## config.mk

```make
export PLATFORM = sky130hd
export DESIGN_NAME = fp_exp_align
export DESIGN_NICKNAME = d
export VERILOG_FILES = /design/src/rtl/fp_align_pkg.sv /design/src/rtl/align_shift.sv /design/src/rtl/fp_exp_align.sv
export SDC_FILE = /design/constraint.sdc
export NUM_CORES = 1
export LEC_CHECK = 0
export BUFFER_PORTS_ARGS = -buffer_cell sky130_fd_sc_hd__buf_4
export CAP_MARGIN = 25
export CELL_PAD_IN_SITES_DETAIL_PLACEMENT = 0
export CELL_PAD_IN_SITES_GLOBAL_PLACEMENT = 1
export CORE_UTILIZATION = 43
export DETAILED_ROUTE_END_ITERATION = 10
export GPL_TIMING_DRIVEN = 1
export PLACE_DENSITY = 0.81
export SLEW_MARGIN = 0
export SYNTH_ARGS = -nofsm -noshare
export SYNTH_HDL_FRONTEND = slang
export SYNTH_HIERARCHICAL = 1
export SYNTH_SLANG_ARGS = --single-unit
```

## constraint.sdc

```tcl
create_clock -name clk -period 3.5 [get_ports clk]
set_input_delay 0.525 -clock clk [delete_from_list [all_inputs] [get_ports clk]]
set_output_delay 0.525 -clock clk [all_outputs]
set_load 0.02 [all_outputs]
```

## src/rtl/fp_align_pkg.sv

```systemverilog
// Shared constants for the floating-point exponent alignment pipeline.
package fp_align_pkg;

    localparam int GRS_W = 3;

    typedef enum logic [1:0] {
        SEL_NONE = 2'd0,
        SEL_A    = 2'd1,
        SEL_B    = 2'd2
    } sel_e;

endpackage

```

## src/rtl/align_shift.sv

```systemverilog
// Logical right shift of a {mantissa, guard, round, sticky} word, folding every
// bit shifted out into the sticky position.
module align_shift #(
    parameter int W  = 27,
    parameter int SW = 8
) (
    input  logic [W-1:0]  din,
    input  logic [SW-1:0] shamt,
    output logic [W-1:0]  dout
);

    logic [W-1:0] shifted;
    logic [W-1:0] lost_mask;
    logic         lost;

    // Shift amounts >= W saturate naturally: shifted becomes zero and the mask
    // covers every bit, so sticky reduces to the OR of the whole input.
    always_comb begin
        shifted   = din >> shamt;
        lost_mask = ~({W{1'b1}} << shamt);
        lost      = |(din & lost_mask);
        dout      = {shifted[W-1:1], shifted[0] | lost};
    end

endmodule

```

## src/rtl/fp_exp_align.sv

```systemverilog
// Two-stage exponent compare / mantissa align pipeline with valid-ready
// handshaking on both sides.
module fp_exp_align
    import fp_align_pkg::*;
#(
    parameter int EXP_W = 8,
    parameter int MAN_W = 24
) (
    input  logic                   clk,
    input  logic                   rst_n,
    input  logic                   in_valid,
    output logic                   in_ready,
    input  logic [EXP_W-1:0]       exp_a,
    input  logic [EXP_W-1:0]       exp_b,
    input  logic [MAN_W-1:0]       man_a,
    input  logic [MAN_W-1:0]       man_b,
    output logic                   out_valid,
    input  logic                   out_ready,
    output logic [EXP_W-1:0]       out_exp,
    output logic [1:0]             out_select,
    output logic [EXP_W-1:0]       out_shamt,
    output logic [MAN_W+GRS_W-1:0] out_man_a,
    output logic [MAN_W+GRS_W-1:0] out_man_b
);

    localparam int AW = MAN_W + GRS_W;

    logic             vld1_q, vld1_d, vld2_q, vld2_d;
    sel_e             sel1_q, sel1_d, sel2_q, sel2_d;
    logic [EXP_W-1:0] exp1_q, exp1_d, exp2_q, exp2_d;
    logic [EXP_W-1:0] shamt1_q, shamt1_d, shamt2_q, shamt2_d;
    logic [MAN_W-1:0] man_a1_q, man_a1_d, man_b1_q, man_b1_d;
    logic [AW-1:0]    man_a2_q, man_a2_d, man_b2_q, man_b2_d;

    logic             adv1, adv2;
    logic [EXP_W:0]   diff, neg_diff;
    logic [AW-1:0]    sh_in, sh_out;

    // A single shifter serves whichever operand has the smaller exponent;
    // for SEL_NONE the shift amount is zero, so B passes through unchanged.
    assign sh_in = (sel1_q == SEL_A) ? {man_a1_q, {GRS_W{1'b0}}}
                                     : {man_b1_q, {GRS_W{1'b0}}};

    align_shift #(.W(AW), .SW(EXP_W)) u_shift (
        .din   (sh_in),
        .shamt (shamt1_q),
        .dout  (sh_out)
    );

    always_comb begin
        adv2     = !vld2_q || out_ready;
        adv1     = !vld1_q || adv2;
        diff     = {1'b0, exp_a} - {1'b0, exp_b};
        neg_diff = '0 - diff;

        vld1_d   = vld1_q;
        sel1_d   = sel1_q;
        exp1_d   = exp1_q;
        shamt1_d = shamt1_q;
        man_a1_d = man_a1_q;
        man_b1_d = man_b1_q;
        vld2_d   = vld2_q;
        sel2_d   = sel2_q;
        exp2_d   = exp2_q;
        shamt2_d = shamt2_q;
        man_a2_d = man_a2_q;
        man_b2_d = man_b2_q;

        if (adv1) begin
            vld1_d = in_valid;
            if (in_valid) begin
                man_a1_d = man_a;
                man_b1_d = man_b;
                if (diff[EXP_W]) begin
                    sel1_d   = SEL_A;
                    shamt1_d = neg_diff[EXP_W-1:0];
                    exp1_d   = exp_b;
                end else if (diff == '0) begin
                    sel1_d   = SEL_NONE;
                    shamt1_d = '0;
                    exp1_d   = exp_b;
                end else begin
                    sel1_d   = SEL_B;
                    shamt1_d = diff[EXP_W-1:0];
                    exp1_d   = exp_a;
                end
            end
        end

        if (adv2) begin
            vld2_d = vld1_q;
            if (vld1_q) begin
                sel2_d   = sel1_q;
                exp2_d   = exp1_q;
                shamt2_d = shamt1_q;
                man_a2_d = (sel1_q == SEL_A) ? sh_out : {man_a1_q, {GRS_W{1'b0}}};
                man_b2_d = (sel1_q == SEL_B) ? sh_out : {man_b1_q, {GRS_W{1'b0}}};
            end
        end
    end

    always_ff @(posedge clk) begin
        if (!rst_n) begin
            vld1_q   <= 1'b0;
            sel1_q   <= SEL_NONE;
            exp1_q   <= '0;
            shamt1_q <= '0;
            man_a1_q <= '0;
            man_b1_q <= '0;
            vld2_q   <= 1'b0;
            sel2_q   <= SEL_NONE;
            exp2_q   <= '0;
            shamt2_q <= '0;
            man_a2_q <= '0;
            man_b2_q <= '0;
        end else begin
            vld1_q   <= vld1_d;
            sel1_q   <= sel1_d;
            exp1_q   <= exp1_d;
            shamt1_q <= shamt1_d;
            man_a1_q <= man_a1_d;
            man_b1_q <= man_b1_d;
            vld2_q   <= vld2_d;
            sel2_q   <= sel2_d;
            exp2_q   <= exp2_d;
            shamt2_q <= shamt2_d;
            man_a2_q <= man_a2_d;
            man_b2_q <= man_b2_d;
        end
    end

    assign in_ready   = adv1;
    assign out_valid  = vld2_q;
    assign out_exp    = exp2_q;
    assign out_select = sel2_q;
    assign out_shamt  = shamt2_q;
    assign out_man_a  = man_a2_q;
    assign out_man_b  = man_b2_q;

endmodule
```

Word-level counts from Yosys, hierarchy flattened
Cells that the tools add are included.
{ "classes": {"add_sub_neg": 2, "eq_ne": 2, "n_shift": 2, "muxes": 9, "bitwise_logic": 3, "n_reduce_logical": 8} }
{ "op_table": {"columns": ["cell", "n"], "rows": [
  ["27-bit 2-to-1 mux", 3],
  ["8-bit 2-to-1 mux", 4],
  ["27-bit AND", 1],
  ["27-bit NOT", 1],
  ["27-bit OR reduction", 1],
  ["27-bit by 8-bit << shifter with 27-bit output (first input constant)", 1],
  ["27-bit by 8-bit >> shifter with 27-bit output", 1],
  ["9-bit zero test", 1],
  ["8-bit by 8-bit subtractor with 9-bit output", 1],
  ["1-bit by 8-bit subtractor with 8-bit output (first input constant)", 1],
  ["2-bit 2-to-1 mux", 2],
  ["2-bit AND reduction", 2],
  ["2-bit by 1-bit equality test with 1-bit output (second input constant)", 1],
  ["2-bit equality test (second input constant)", 1],
  ["1-bit zero test", 2],
  ["1-bit logical OR", 2],
  ["1-bit OR", 1]
]} }
{ "word_totals": {"ff_bits": 140, "in_bits": 68, "output_inout_bits": 74, "word_cells": 38} }

Depth between registers and ports, before layout
{ "depth": {"depth_word": 6, "depth_mapped": 12, "mapped_depth_nobuf": 11} }

Modules after synthesis
The synthesis kept the hierarchy.
{ "modules_own_cells": {"columns": ["module", "n_inst", "cells_per_inst", "area_each_um2"], "rows": [
  ["fp_exp_align", 1, 714, 6436.2],
  ["align_shift", 1, 290, 2153.3]
]} }

Worst setup path before layout
No wires, ideal clock.
{ "synth_path": {"path_type": "reg2reg", "start": "register sel1_q[0]", "end": "register man_a2_q[0], in the netlist out_man_a[0]", "setup_ns": 0.122, "arrival_time_ns": 2.772, "setup_slack_ns": 0.606, "stages_incl_launch_ff": 12, "path_buffers": 2, "path_cell_list": "dfxtp_1 nor2b_1 clkbuf_1 clkbuf_1 mux2_2 or4_1 o31ai_1 o2111ai_1 a2111oi_2 nand4_1 nand3_1 a21boi_0"} }
{ "synth_between": {"elab_chain_cells": 6, "elab_cells_between_ends": 7, "classes_between": "eq/ne: 1; shift: 1; mux: 2; bitwise: 2; reduce/logical: 1"} }
{ "synth_lines": {"columns": ["element", "line_no", "text"], "rows": [
  ["start: declaration", "fp_exp_align.sv:29", "sel_e sel1_q, sel1_d, sel2_q, sel2_d;"],
  ["start signal: assignment", "fp_exp_align.sv:118", "sel1_q <= sel1_d;"],
  ["2-bit by 1-bit equality test with 1-bit output *", "fp_exp_align.sv:41", "assign sh_in = (sel1_q == SEL_A) ? {man_a1_q, {GRS_W{1'b0}}}"],
  ["27-bit 2-to-1 mux *", "fp_exp_align.sv:41", null],
  ["named net sh_in[10]", "fp_exp_align.sv:37", "logic [AW-1:0] sh_in, sh_out;"],
  ["parallel branches: the longest is 2 deep, another holds 27-bit by 8-bit >> shifter with 27-bit output", null, null],
  ["1-bit OR *", "align_shift.sv:22", "dout = {shifted[W-1:1], shifted[0] | lost};"],
  ["named net sh_out[0]", "fp_exp_align.sv:37", null],
  ["27-bit 2-to-1 mux *", "fp_exp_align.sv:96", "man_a2_d = (sel1_q == SEL_A) ? sh_out : {man_a1_q, {GRS_W{1'b0}}};"],
  ["end signal: assignment", "fp_exp_align.sv:127", "man_a2_q <= man_a2_d;"],
  ["end: declaration", "fp_exp_align.sv:33", "logic [AW-1:0] man_a2_q, man_a2_d, man_b2_q, man_b2_d;"]
]} }
Mark *: on every way through the listed nets, which the timed path passes.
A chain may end at the register's enable or synchronous reset.

Final worst setup path
{ "layout_path": {"start": "register sel1_q[0]", "end": "register man_b2_q[0], in the netlist out_man_b[0]"} }
{ "layout_between": {"elab_chain_cells": 6, "elab_cells_between_ends": 8, "classes_between": "eq/ne: 2; shift: 1; mux: 2; bitwise: 2; reduce/logical: 1"} }
{ "layout_lines": {"columns": ["element", "line_no", "text"], "rows": [
  ["2-bit by 1-bit equality test with 1-bit output *", "fp_exp_align.sv:41", null],
  ["27-bit 2-to-1 mux *", "fp_exp_align.sv:41", null],
  ["named net sh_in[10]", "fp_exp_align.sv:37", null],
  ["parallel branches: the longest is 2 deep, another holds 27-bit by 8-bit >> shifter with 27-bit output", null, null],
  ["1-bit OR *", "align_shift.sv:22", null],
  ["named net sh_out[0]", "fp_exp_align.sv:37", null],
  ["27-bit 2-to-1 mux *", "fp_exp_align.sv:97", "man_b2_d = (sel1_q == SEL_B) ? sh_out : {man_b1_q, {GRS_W{1'b0}}};"],
  ["end signal: assignment", "fp_exp_align.sv:128", "man_b2_q <= man_b2_d;"],
  ["end: declaration", "fp_exp_align.sv:33", null]
]} }
Marked as above.

==> out/results.tsv <==
stage	metric	value	unit
yosys	ys_types	70	
cells_and_area	layout_commonest_cell	nand2_1	
grt	grt_pass1_vias	7585	
cells_and_area	fillers	1891	
grt	grt_pass1_wl	41540	um
detailed_routing	vias_per_cell	5.687	
placed_design	place_congestion	0.9782	
cts	cts.sinks	140	
cells_and_area	antenna_cells	0	
sta	fin_setup_tns	0	ns
cts	post_cts_resized	0	
sta	min_period	3.328	ns
yosys	ys_seq_area_frac	0.3263	
detailed_routing	vias	7905	
floorplan	die_w	143.3	um
setup_path	r2r_slack	0.17	ns
grt	grt_usage	0.2649	
cells_and_area	finalNetCount	1191	
sta	setup_violations	0	
cts	cts.hold.buffers_added	0	
cells_and_area	fin_area	10550	um^2
yosys	yosys.area.top_type	dfxtp_1	
yosys	synth_area_leaders	dfxtp_1 (33%), nand2_1 (10%), mux2i_1 (8.6%)	
setup_path	cp.required	3.80	ns
power	power.density	491.6	nW/um^2
power	ir_worst_vdd	0.3537	mV
setup_path	startpoint_type	register	
grt	antenna_found_initial	0	
hold_path	min_path_type	input port to register	
sta	rsz0062_at_grt	no	
detailed_routing	routed_wirelength	26610	um
cts	post-cts-setup-buffer-count	0	
cells_and_area	drive_gt1_frac	0.2498	
grt	overflow	0	
placed_design	pre_cts_ws	0.2426	ns
detailed_routing	detail_route.wl_per_cell	19.15	um
grt	grt_start_max_net_pins	121	
sta	hold_viol	0	
setup_path	setup.worst_path.class	register to register	
yosys	ys_seq_elements	140	
sta	timing.fmax	300.5	MHz
power	p_leak	0.004657	uW
detailed_routing	drt_iter0_drc	550	
sta	worst_slack	0.1717	ns
setup_path	cp-end-kind	register	
yosys	syn_area	8589	um^2
cts	htree_levels	4	
setup_path	arrival	3.63	ns
floorplan	core.rowCount	51	
cells_and_area	final_cell_mix	nand2_1 (227), buf_4 (163), dfxtp_1 (137), mux2i_1 (74), a21boi_0 (73)	
floorplan	dieArea	20540	um^2
yosys	synth_top_area_share	0.3263	
yosys	synth_edf_count	0	
yosys	synth_area_per_cell	8.555	um^2
cts	clk_pin_slew	0.07	ns
sta	skew	0.01304	ns
yosys	synthCells	1004	
yosys	synthFlopType	dfxtp_1	
placed_design	placed_area	9877	um^2
placed_design	io_buffers	141	
cts	cts_tree	yes	
sta	report.final.slew_viol_count	0	
detailed_routing	drc_errors	0	
yosys	ys_warn_count	6	
status	outcome	complete, no violations	
detailed_routing	drt-pass1-iter-count	6	
floorplan	core	19530	um^2
yosys	ys_async_sr_fraction	0	
detailed_routing	ant_nets	0	
flow_run	cap_violations	0	
sta	slew_headroom	0.3574	
setup_path	critPathMaxFanout	45	
sta	fin_crit_sh	0.9509	
cts	clkLatencyLatePin	0.43	ns
cts	root_buffer	clkbuf_16	
cts	clk_path_buf_depth	2	
floorplan	io_pins	142	
placed_design	place_hpwl	18710	um
sta	worst_pin_slew	0.9639	ns
floorplan	initial_utilization	0.4399	
cts	cts_inserted_buffers	17	
floorplan	die_y	143.3	um
cells_and_area	area_growth_syn_to_layout	22.85	%
[cells in the mapped netlist (9+ instances only)]
library cell and n:
nand2_1 228, dfxtp_1 140, mux2i_1 74, a21boi_0 73, clkbuf_1 56, o211a_1 51, mux2_2 39, nor2_1 36
a21oi_1 35, o21ai_0 30, buf_2 19, mux4_2 19, nand3_1 18, nor3_1 16, inv_1 12, ha_1 10
nor2b_1 9
[stage by stage]
step / instances / power [uW] / utilization / hold slack (ns)
CTS: 1389 / 5202 / 0.5394 / 0.3440
finish: 1390 / 5188 / 0.5404 / 0.3506
detailed placement: 1357 / 3171 / 0.5058 / 0.4545
global placement: 1357 / 3173 / 0.5058 / 0.4519
global route: 1390 / 5420 / 0.5404 / 0.3464
floorplan: 1013 / 2728 / - / 0.4378
[metal layers]
metal / share of wire / GRT usage / wire length, um / up-vias
met3: 0.080 / 0.07597 / 2137 / 45
met2: 0.46 / 0.4195 / 12270 / 304
met5: 0 / 0 / 0 / -
li1: - / - / - / 3803
met4: 0.025 / 0.09127 / 670 / 0
met1: 0.43 / 0.3439 / 11540 / 3753
[cell families (layout without fill, tap and decap cells)]
logic type / Yosys count / after routing / share of synthesized area
multiplexers: 132 / 132 / 0.1872
AO/OA/AOI/OAI: 253 / 253 / 0.2242
AND/OR/NAND/NOR: 356 / 356 / 0.1815
buffers and inverters: 100 / 212 / 0.05127
other: 1 / 10 / 0.0004366
flip-flops: 140 / 140 / 0.3263
XOR/XNOR: 10 / 10 / 0.01107
adder cells (fa/ha/maj): 12 / 12 / 0.01806
[sequential cells by signal, indices dropped and copies added (netlist names)]
| register | flops |
|---|---|
| man_a1_q | 24 |
| vld1_q | 1 |
| out_valid | 1 |
| out_man_a | 27 |
| out_shamt | 8 |
| out_select | 2 |
| sel1_q | 2 |
| shamt1_q | 8 |
| out_exp | 8 |
| exp1_q | 8 |
| out_man_b | 27 |
| man_b1_q | 24 |
[layout make-up]
| class | instances | area, um^2 | share of cell area |
|---|---|---|---|
| multi-input cells | 773 | 5406 | 0.5123 |
| flip-flops and latches | 140 | 2806 | 0.2659 |
| repair buffers | 167 | 1304 | 0.1235 |
| clock buffers | 17 | 425.4 | 0.04031 |
| well taps | 265 | 331.6 | 0.03142 |
| clock inverters | 15 | 230.2 | 0.02182 |
| inverters | 13 | 48.80 | 0.004624 |
[path summary, 6_finish.rpt]
| check | end | depth (start not counted) | from |
|---|---|---|---|
| setup / recovery | out_man_b[0] | 10 | sel1_q[0] |
| hold / removal | man_b1_q[17] | 3 | man_b[17] |
| setup reg to reg | out_man_b[0] | 10 | sel1_q[0] |
| hold reg to reg | out_exp[4] | 2 | exp1_q[4] |
[power breakdown]
group / switching (uW) / internal, uW
clock network: 798 / 1230
registers: 121 / 1700
logic: 787 / 560
total: 1710 / 3480
[worst max-delay path: stages, from the launching register on]
cell,delay (ns)
dfxtp_1,0.41
nor2b_4,0.24
buf_12,0.28
mux2_2,0.49
or4_1,0.55
o31ai_1,0.28
o2111ai_1,0.21
a2111oi_2,0.31
nand4_1,0.19
nand3_1,0.11
a21boi_0,0.09
No activity file was read; power rests on OpenSTA's default activity.
